## config.mk

```make
export PLATFORM = sky130hd
export DESIGN_NAME = pin_target
export DESIGN_NICKNAME = d
export VERILOG_FILES = /design/src/rtl/pin_target.sv
export SDC_FILE = /design/constraint.sdc
export NUM_CORES = 1
export LEC_CHECK = 0
export CAP_MARGIN = 30
export CORE_MARGIN = 5
export CORE_UTILIZATION = 25
export DETAILED_ROUTE_END_ITERATION = 10
export GPL_ROUTABILITY_DRIVEN = 0
export SLEW_MARGIN = 10
export SYNTH_ARGS = -nofsm -noshare
export SYNTH_HDL_FRONTEND = slang
export SYNTH_SLANG_ARGS = --single-unit
export TNS_END_PERCENT = 30
```

## constraint.sdc

```tcl
create_clock -name clk -period 2.89 [get_ports clk]
set_clock_uncertainty 0.05 [all_clocks]
set_input_delay 0.4335 -clock clk [delete_from_list [all_inputs] [get_ports clk]]
set_output_delay 0.4335 -clock clk [all_outputs]
set_load 0.01 [all_outputs]
```

## src/rtl/pin_target.sv

```systemverilog
// pin_target: UART PIN responder; prompts ':', checks 4 PIN bytes, answers 'i' or 'O'.
// Optional lockout after MAX_FAIL consecutive misses is enabled by PIN_TARGET_LOCKOUT_EN.
module pin_target #(
  parameter int          CLKS_PER_BIT   = 104,
  parameter logic [31:0] SECRET_PIN     = 32'h34333231,
  parameter int          GAP_BITS       = 2,
  parameter int          MAX_FAIL       = 3,
  parameter int          LOCKOUT_CYCLES = 1000
) (
  input  logic        clk,
  input  logic        rst,
  input  logic        rx,
  output logic        tx,
  output logic        unlocked,
  output logic [15:0] attempts,
  output logic        busy
);
  localparam int CW = $clog2(CLKS_PER_BIT * (GAP_BITS + 1) + 1);
  localparam logic [CW-1:0] BIT_END  = CW'(CLKS_PER_BIT - 1);
  localparam logic [CW-1:0] HALF_END = CW'(CLKS_PER_BIT / 2 - 1);
  localparam logic [CW-1:0] GAP_END  = CW'(GAP_BITS * CLKS_PER_BIT - 1);
  typedef enum logic [1:0] {RX_IDLE, RX_START, RX_DATA, RX_STOP} rx_t;
  typedef enum logic [1:0] {TX_IDLE, TX_GAP, TX_FRAME} tx_t;
  typedef enum logic [2:0] {PROMPT, COLLECT, CHECK, SEND_FAIL, SEND_OK, DONE
`ifdef PIN_TARGET_LOCKOUT_EN
    , LOCKOUT
`endif
  } st_t;
  localparam tx_t TX_LOAD = (GAP_BITS == 0) ? TX_FRAME : TX_GAP;
  logic [2:0]    r_sync;
  rx_t           r_rx_st;
  logic [CW-1:0] r_rx_cnt;
  logic [2:0]    r_rx_bit;
  logic [7:0]    r_rx_sh;
  logic          r_rx_valid;
  st_t           r_st;
  tx_t           r_ph;
  logic [CW-1:0] r_tcnt;
  logic [3:0]    r_tbit;
  logic [9:0]    r_tsh;
  logic [1:0]    r_idx;
  logic [31:0]   r_pin;
  logic          r_unl;
  logic [15:0]   r_att;
  logic          w_rx, w_fall, w_match, w_tx_done, w_lock, w_lock_end, w_go;
  logic [7:0]    w_byte;
  assign w_rx      = r_sync[1];
  assign w_fall    = r_sync[2] & ~r_sync[1];
  assign w_match   = r_pin == SECRET_PIN;
  assign w_tx_done = (r_ph == TX_FRAME) && (r_tbit == 4'd9) && (r_tcnt == BIT_END);
`ifdef PIN_TARGET_LOCKOUT_EN
  localparam int FW = $clog2(MAX_FAIL + 1);
  localparam int LW = $clog2(LOCKOUT_CYCLES + 1);
  logic [FW-1:0] r_fail;
  logic [LW-1:0] r_lcnt;
  assign w_lock     = r_fail >= FW'(MAX_FAIL);
  assign w_lock_end = (r_st == LOCKOUT) && (r_lcnt == LW'(LOCKOUT_CYCLES - 1));
`else
  assign w_lock     = 1'b0;
  assign w_lock_end = 1'b0;
`endif
  assign w_go   = (r_st == CHECK) | ((r_st == SEND_FAIL) & w_tx_done & ~w_lock) | w_lock_end;
  assign w_byte = (r_st == CHECK) ? (w_match ? 8'h4f : 8'h69) : 8'h3a;
  assign tx       = (r_ph != TX_FRAME) | r_tsh[0];
  assign busy     = r_ph == TX_FRAME;
  assign unlocked = r_unl;
  assign attempts = r_att;
  always_ff @(posedge clk) begin
    if (rst) begin
      r_sync     <= 3'b111;
      r_rx_st    <= RX_IDLE;
      r_rx_cnt   <= '0;
      r_rx_bit   <= '0;
      r_rx_sh    <= '0;
      r_rx_valid <= 1'b0;
    end else begin
      r_sync     <= {r_sync[1:0], rx};
      r_rx_valid <= 1'b0;
      case (r_rx_st)
        RX_IDLE: if (w_fall) begin
          r_rx_st  <= RX_START;
          r_rx_cnt <= '0;
        end
        RX_START: if (r_rx_cnt == HALF_END) begin
          r_rx_st  <= w_rx ? RX_IDLE : RX_DATA;
          r_rx_cnt <= '0;
          r_rx_bit <= '0;
        end else r_rx_cnt <= r_rx_cnt + 1'b1;
        RX_DATA: if (r_rx_cnt == BIT_END) begin
          r_rx_cnt <= '0;
          r_rx_sh  <= {w_rx, r_rx_sh[7:1]};
          r_rx_bit <= r_rx_bit + 1'b1;
          r_rx_st  <= (&r_rx_bit) ? RX_STOP : RX_DATA;
        end else r_rx_cnt <= r_rx_cnt + 1'b1;
        default: if (r_rx_cnt == BIT_END) begin
          r_rx_st    <= RX_IDLE;
          r_rx_cnt   <= '0;
          r_rx_valid <= w_rx;
        end else r_rx_cnt <= r_rx_cnt + 1'b1;
      endcase
    end
  end
  always_ff @(posedge clk) begin
    if (rst) begin
      r_st   <= PROMPT;
      r_ph   <= TX_LOAD;
      r_tcnt <= '0;
      r_tbit <= '0;
      r_tsh  <= {1'b1, 8'h3a, 1'b0};
      r_idx  <= '0;
      r_pin  <= '0;
      r_unl  <= 1'b0;
      r_att  <= '0;
`ifdef PIN_TARGET_LOCKOUT_EN
      r_fail <= '0;
      r_lcnt <= '0;
`endif
    end else begin
      if (w_go) begin
        r_ph   <= TX_LOAD;
        r_tcnt <= '0;
        r_tbit <= '0;
        r_tsh  <= {1'b1, w_byte, 1'b0};
      end else if (r_ph == TX_GAP) begin
        r_ph   <= (r_tcnt == GAP_END) ? TX_FRAME : TX_GAP;
        r_tcnt <= (r_tcnt == GAP_END) ? '0 : r_tcnt + 1'b1;
      end else if (r_ph == TX_FRAME) begin
        r_tcnt <= (r_tcnt == BIT_END) ? '0 : r_tcnt + 1'b1;
        if (r_tcnt == BIT_END) begin
          r_tsh  <= {1'b1, r_tsh[9:1]};
          r_tbit <= r_tbit + 1'b1;
          r_ph   <= (r_tbit == 4'd9) ? TX_IDLE : TX_FRAME;
        end
      end
      case (r_st)
        PROMPT: if (w_tx_done) r_st <= COLLECT;
        COLLECT: if (r_rx_valid) begin
          r_pin[{r_idx, 3'b000} +: 8] <= r_rx_sh;
          r_idx <= r_idx + 1'b1;
          if (&r_idx) r_st <= CHECK;
        end
        CHECK: begin
          r_att <= (&r_att) ? r_att : r_att + 16'd1;
          r_unl <= r_unl | w_match;
          r_st  <= w_match ? SEND_OK : SEND_FAIL;
`ifdef PIN_TARGET_LOCKOUT_EN
          r_fail <= w_match ? '0 : r_fail + 1'b1;
`endif
        end
        SEND_FAIL: if (w_tx_done) begin
`ifdef PIN_TARGET_LOCKOUT_EN
          r_st   <= w_lock ? LOCKOUT : PROMPT;
          r_lcnt <= '0;
`else
          r_st <= PROMPT;
`endif
        end
        SEND_OK: if (w_tx_done) r_st <= DONE;
`ifdef PIN_TARGET_LOCKOUT_EN
        LOCKOUT: if (w_lock_end) begin
          r_fail <= '0;
          r_st   <= PROMPT;
        end else r_lcnt <= r_lcnt + 1'b1;
`endif
        default: ;
      endcase
    end
  end
endmodule
```

==> impl_metrics.py <==
metrics = {
    "status": {
        "status": "complete, no violations",
    },
    "yosys": {
        "ys_ff_latch": 104,
        "postSynthNetCount": 544,
        "post_synthesis_xor_xnor_area_fraction_pct": 6.30,
        "yosysTopAreaCellShare_pct": 45.4,
        "synthesis.area_per_instance_sq_um": 8.73,
        "number_of_synthesized_flops_with_an_enable_pin": 0,
        "post_synth_inst_count": 526,
        "synth_top_family_by_area": "simple AND/OR/NAND/NOR gates",
        "synth_seq_area_share_pct": 45.4,
        "synth-compound-area-share_pct": 9.87,
        "synthMuxAreaShare_pct": 2.45,
        "number_of_synthesis_warnings": 0,
        "syn-cell-area_sq_mm": 0.00459,
        "synth.largest_area_cell": "sky130_fd_sc_hd__dfxtp_1",
        "number_of_distinct_library_cell_variants_in_the_gate_level_netlist_after_synthesis": 56,
        "postSynth.topFlopCell": "sky130_fd_sc_hd__dfxtp_1",
        "post_synth_and_or_nand_nor_area_fraction_pct": 29.0,
        "synth_fa_ha_area_share_pct": 4.09,
        "synth_area_leaders": "sky130_fd_sc_hd__dfxtp_1, sky130_fd_sc_hd__nor2_1, sky130_fd_sc_hd__a21oi_1",
        "async_flop_share_pct": 0,
    },
    "clock_tree": {
        "tritoncts": "done",
        "clockBufferDepth": 2,
        "cts-resized-gates": 0,
        "cts_buffers": 9,
        "clk-insertion-delay-late_ns": 0.34,
        "ctsHtreeMaxLevel": 3,
        "postCtsHoldBufs": 0,
        "clock_sinks": 104,
        "cts.root.buffer_cell": "sky130_fd_sc_hd__clkbuf_16",
        "clk_pin_slew_ns": 0.07,
        "post-cts-setup-buffer-count": 0,
    },
    "routing": {
        "viasPerCell": 4.66,
        "drc_errors": 0,
        "route.antenna.remaining_nets": 0,
        "drt_iter0_markers": 175,
        "drt_first_pass_iters": 4,
        "total_number_of_vias": 3623,
        "finalWirelength_mm": 9.63,
        "wl_per_cell_um": 12.4,
    },
    "placed_design": {
        "detailed_place_hpwl_mm": 6.61,
        "buffers_added_on_ports": 21,
        "placedCellCount": 763,
        "pre_cts_slack_ns": 0.663,
    },
    "grt": {
        "globalRouteOverflowTotal": 0,
        "grt_util_all_layers_pct": 9.13,
        "number_of_antenna_violations_at_the_first_check_in_global_routing": 0,
        "grt_first_pass_wirelength_mm": 16.6,
        "grt_pass1_vias": 3483,
        "pin_count_of_the_biggest_net_entering_global_routing": 40,
    },
    "final_layout": {
        "post_layout_nonfiller_instances": 777,
        "antenna_cells_inserted": 0,
        "layout-drive-gt1-share_pct": 6.20,
        "layout.cells.most_common_list": "sky130_fd_sc_hd__dfxtp_1, sky130_fd_sc_hd__nor2_1, sky130_fd_sc_hd__nand2_1",
        "commonest_non_fill_non_tap_cell_in_the_layout": "sky130_fd_sc_hd__dfxtp_1",
        "area_growth_syn_to_layout_pct": 16.6,
        "finish.net_count": 563,
    },
    "floorplan": {
        "dieArea_sq_mm": 0.0212,
        "design.portCount": 22,
        "core-area_sq_mm": 0.0180,
        "core.rowCount": 49,
        "die_h_um": 145,
        "dieWidth_um": 145,
        "starting_density_of_the_core_pct": 25.5,
    },
    "sta": {
        "layout_worst_path_cycle_share_pct": 76.3,
        "layout_setup_ws_ns": 0.686,
        "final-max-slew-violation-count": 0,
        "max_clock_freq_ghz": 0.454,
        "max_slew_margin_pct": 46.9,
        "rsz0062_at_grt": "false",
        "setup_violations": 0,
        "timing.final.crit_period_ns": 2.20,
        "timing_hold_violations_final": 0,
        "worst_margin_pin_slew_ns": 0.791,
        "setup-tns-final_ns": 0,
        "final.hold.worst_slack_ns": 0.362,
    },
    "critical_path": {
        "critPathCaptureType": "flop",
        "worstPathArrival_ns": 2.38,
        "cp-start-kind": "flop",
        "critPathMaxFanout": 9,
        "timing.critical_path.required_ns": 3.06,
        "timing_worst_setup_path_type": "flop to flop",
    },
    "hold_path": {
        "worst_hold_path_type": "flop to flop",
    },
    "pwr": {
        "power_per_cell_area_mw_per_mm2": 521,
        "ir_drop_mv": 0.320,
        "total_leakage_power_uw": 0.00181,
    },
    "job": {
        "timing.max_cap.violations": 0,
    },
}
## through the flow
stage	instance area, sq um	power, uW	util, %
final	5350	2790	29.7
after global routing	5350	2890	29.7
after CTS	5350	2840	29.7
after detailed placement	5040	1540	28.0
after global placement	5040	1540	28.0
after floorplan	4590	1520	-
## synth_stat cells, types with 9 or more instances
cell type	number
sky130_fd_sc_hd__dfxtp_1	104
sky130_fd_sc_hd__nand3_1	38
sky130_fd_sc_hd__a22oi_1	10
sky130_fd_sc_hd__inv_1	14
sky130_fd_sc_hd__a21oi_1	43
sky130_fd_sc_hd__nor3_1	11
sky130_fd_sc_hd__xor2_1	15
sky130_fd_sc_hd__xnor2_1	18
sky130_fd_sc_hd__nand4_1	15
sky130_fd_sc_hd__nor2_1	71
sky130_fd_sc_hd__nand2_1	57
sky130_fd_sc_hd__ha_1	15
sky130_fd_sc_hd__mux2i_1	9
sky130_fd_sc_hd__clkbuf_1	15
## layout make-up
type | count | area [sq um]
Clock inverter | 3 | 67.6
Tap cell | 229 | 287
Multi-Input combinational cell | 389 | 2370
Fill cell | 1915 | 12700
Timing Repair Buffer | 27 | 250
Clock buffer | 11 | 243
Sequential cell | 104 | 2080
Inverter | 14 | 52.6
## where the power goes
group | leakage [uW] | switching (uW) | total, uW | internal, uW
clock network | 0.000148 | 512 | 1290 | 774
registers | 0.000839 | 6.61 | 1450 | 1440
logic | 0.000824 | 37.1 | 55.4 | 18.2
total | 0.00181 | 556 | 2790 | 2230
## worst max-delay path, cell delays in order, from the launching register on
cell	delay, ns
sky130_fd_sc_hd__dfxtp_1	0.39
sky130_fd_sc_hd__ha_1	0.19
sky130_fd_sc_hd__or4b_4	0.52
sky130_fd_sc_hd__or3_1	0.43
sky130_fd_sc_hd__nand2_1	0.09
sky130_fd_sc_hd__a31o_1	0.32
sky130_fd_sc_hd__nor2_1	0.09
## routing by layer
metal  GRT usage [%]  share of wire [%]
met1            12.3                 50
met2            14.2                 45
met3            2.46                3.6
met4            2.80                1.4
met5               0                  0
## final timing paths
kind | start | endpoint | slack [ns] | cells after the start
max | r_rx_cnt[0]$_SDFFE_PP0N_ | r_rx_cnt[5]$_SDFFE_PP0N_ | 0.69 | 6
min | r_sync[0]$_SDFF_PP1_ | r_sync[1]$_SDFF_PP1_ | 0.36 | 1
max reg2reg | r_rx_cnt[0]$_SDFFE_PP0N_ | r_rx_cnt[5]$_SDFFE_PP0N_ | 0.69 | 6
min reg2reg | r_sync[0]$_SDFF_PP1_ | r_sync[1]$_SDFF_PP1_ | 0.36 | 1
## flip-flops by register name, indices dropped and copies added (netlist names)
name	count
r_st	3
r_rx_st	2
attempts	16
r_rx_valid	1
r_rx_bit	3
r_tsh	9
r_tbit	4
r_sync	3
r_ph	2
r_idx	2
r_rx_cnt	9
r_pin	32
r_rx_sh	8
r_tcnt	9
unlocked	1
## kinds of logic after synthesis
kind of cell               after synthesis
buffers and inverters                   33
AOI/OAI and AO/OA                       75
xor gates and xnor gates                33
and+or+nand+nor                        256
muxes                                   10
DFF                                    104
adders and majority gates               15
Power figures use the tool's default switching activity.
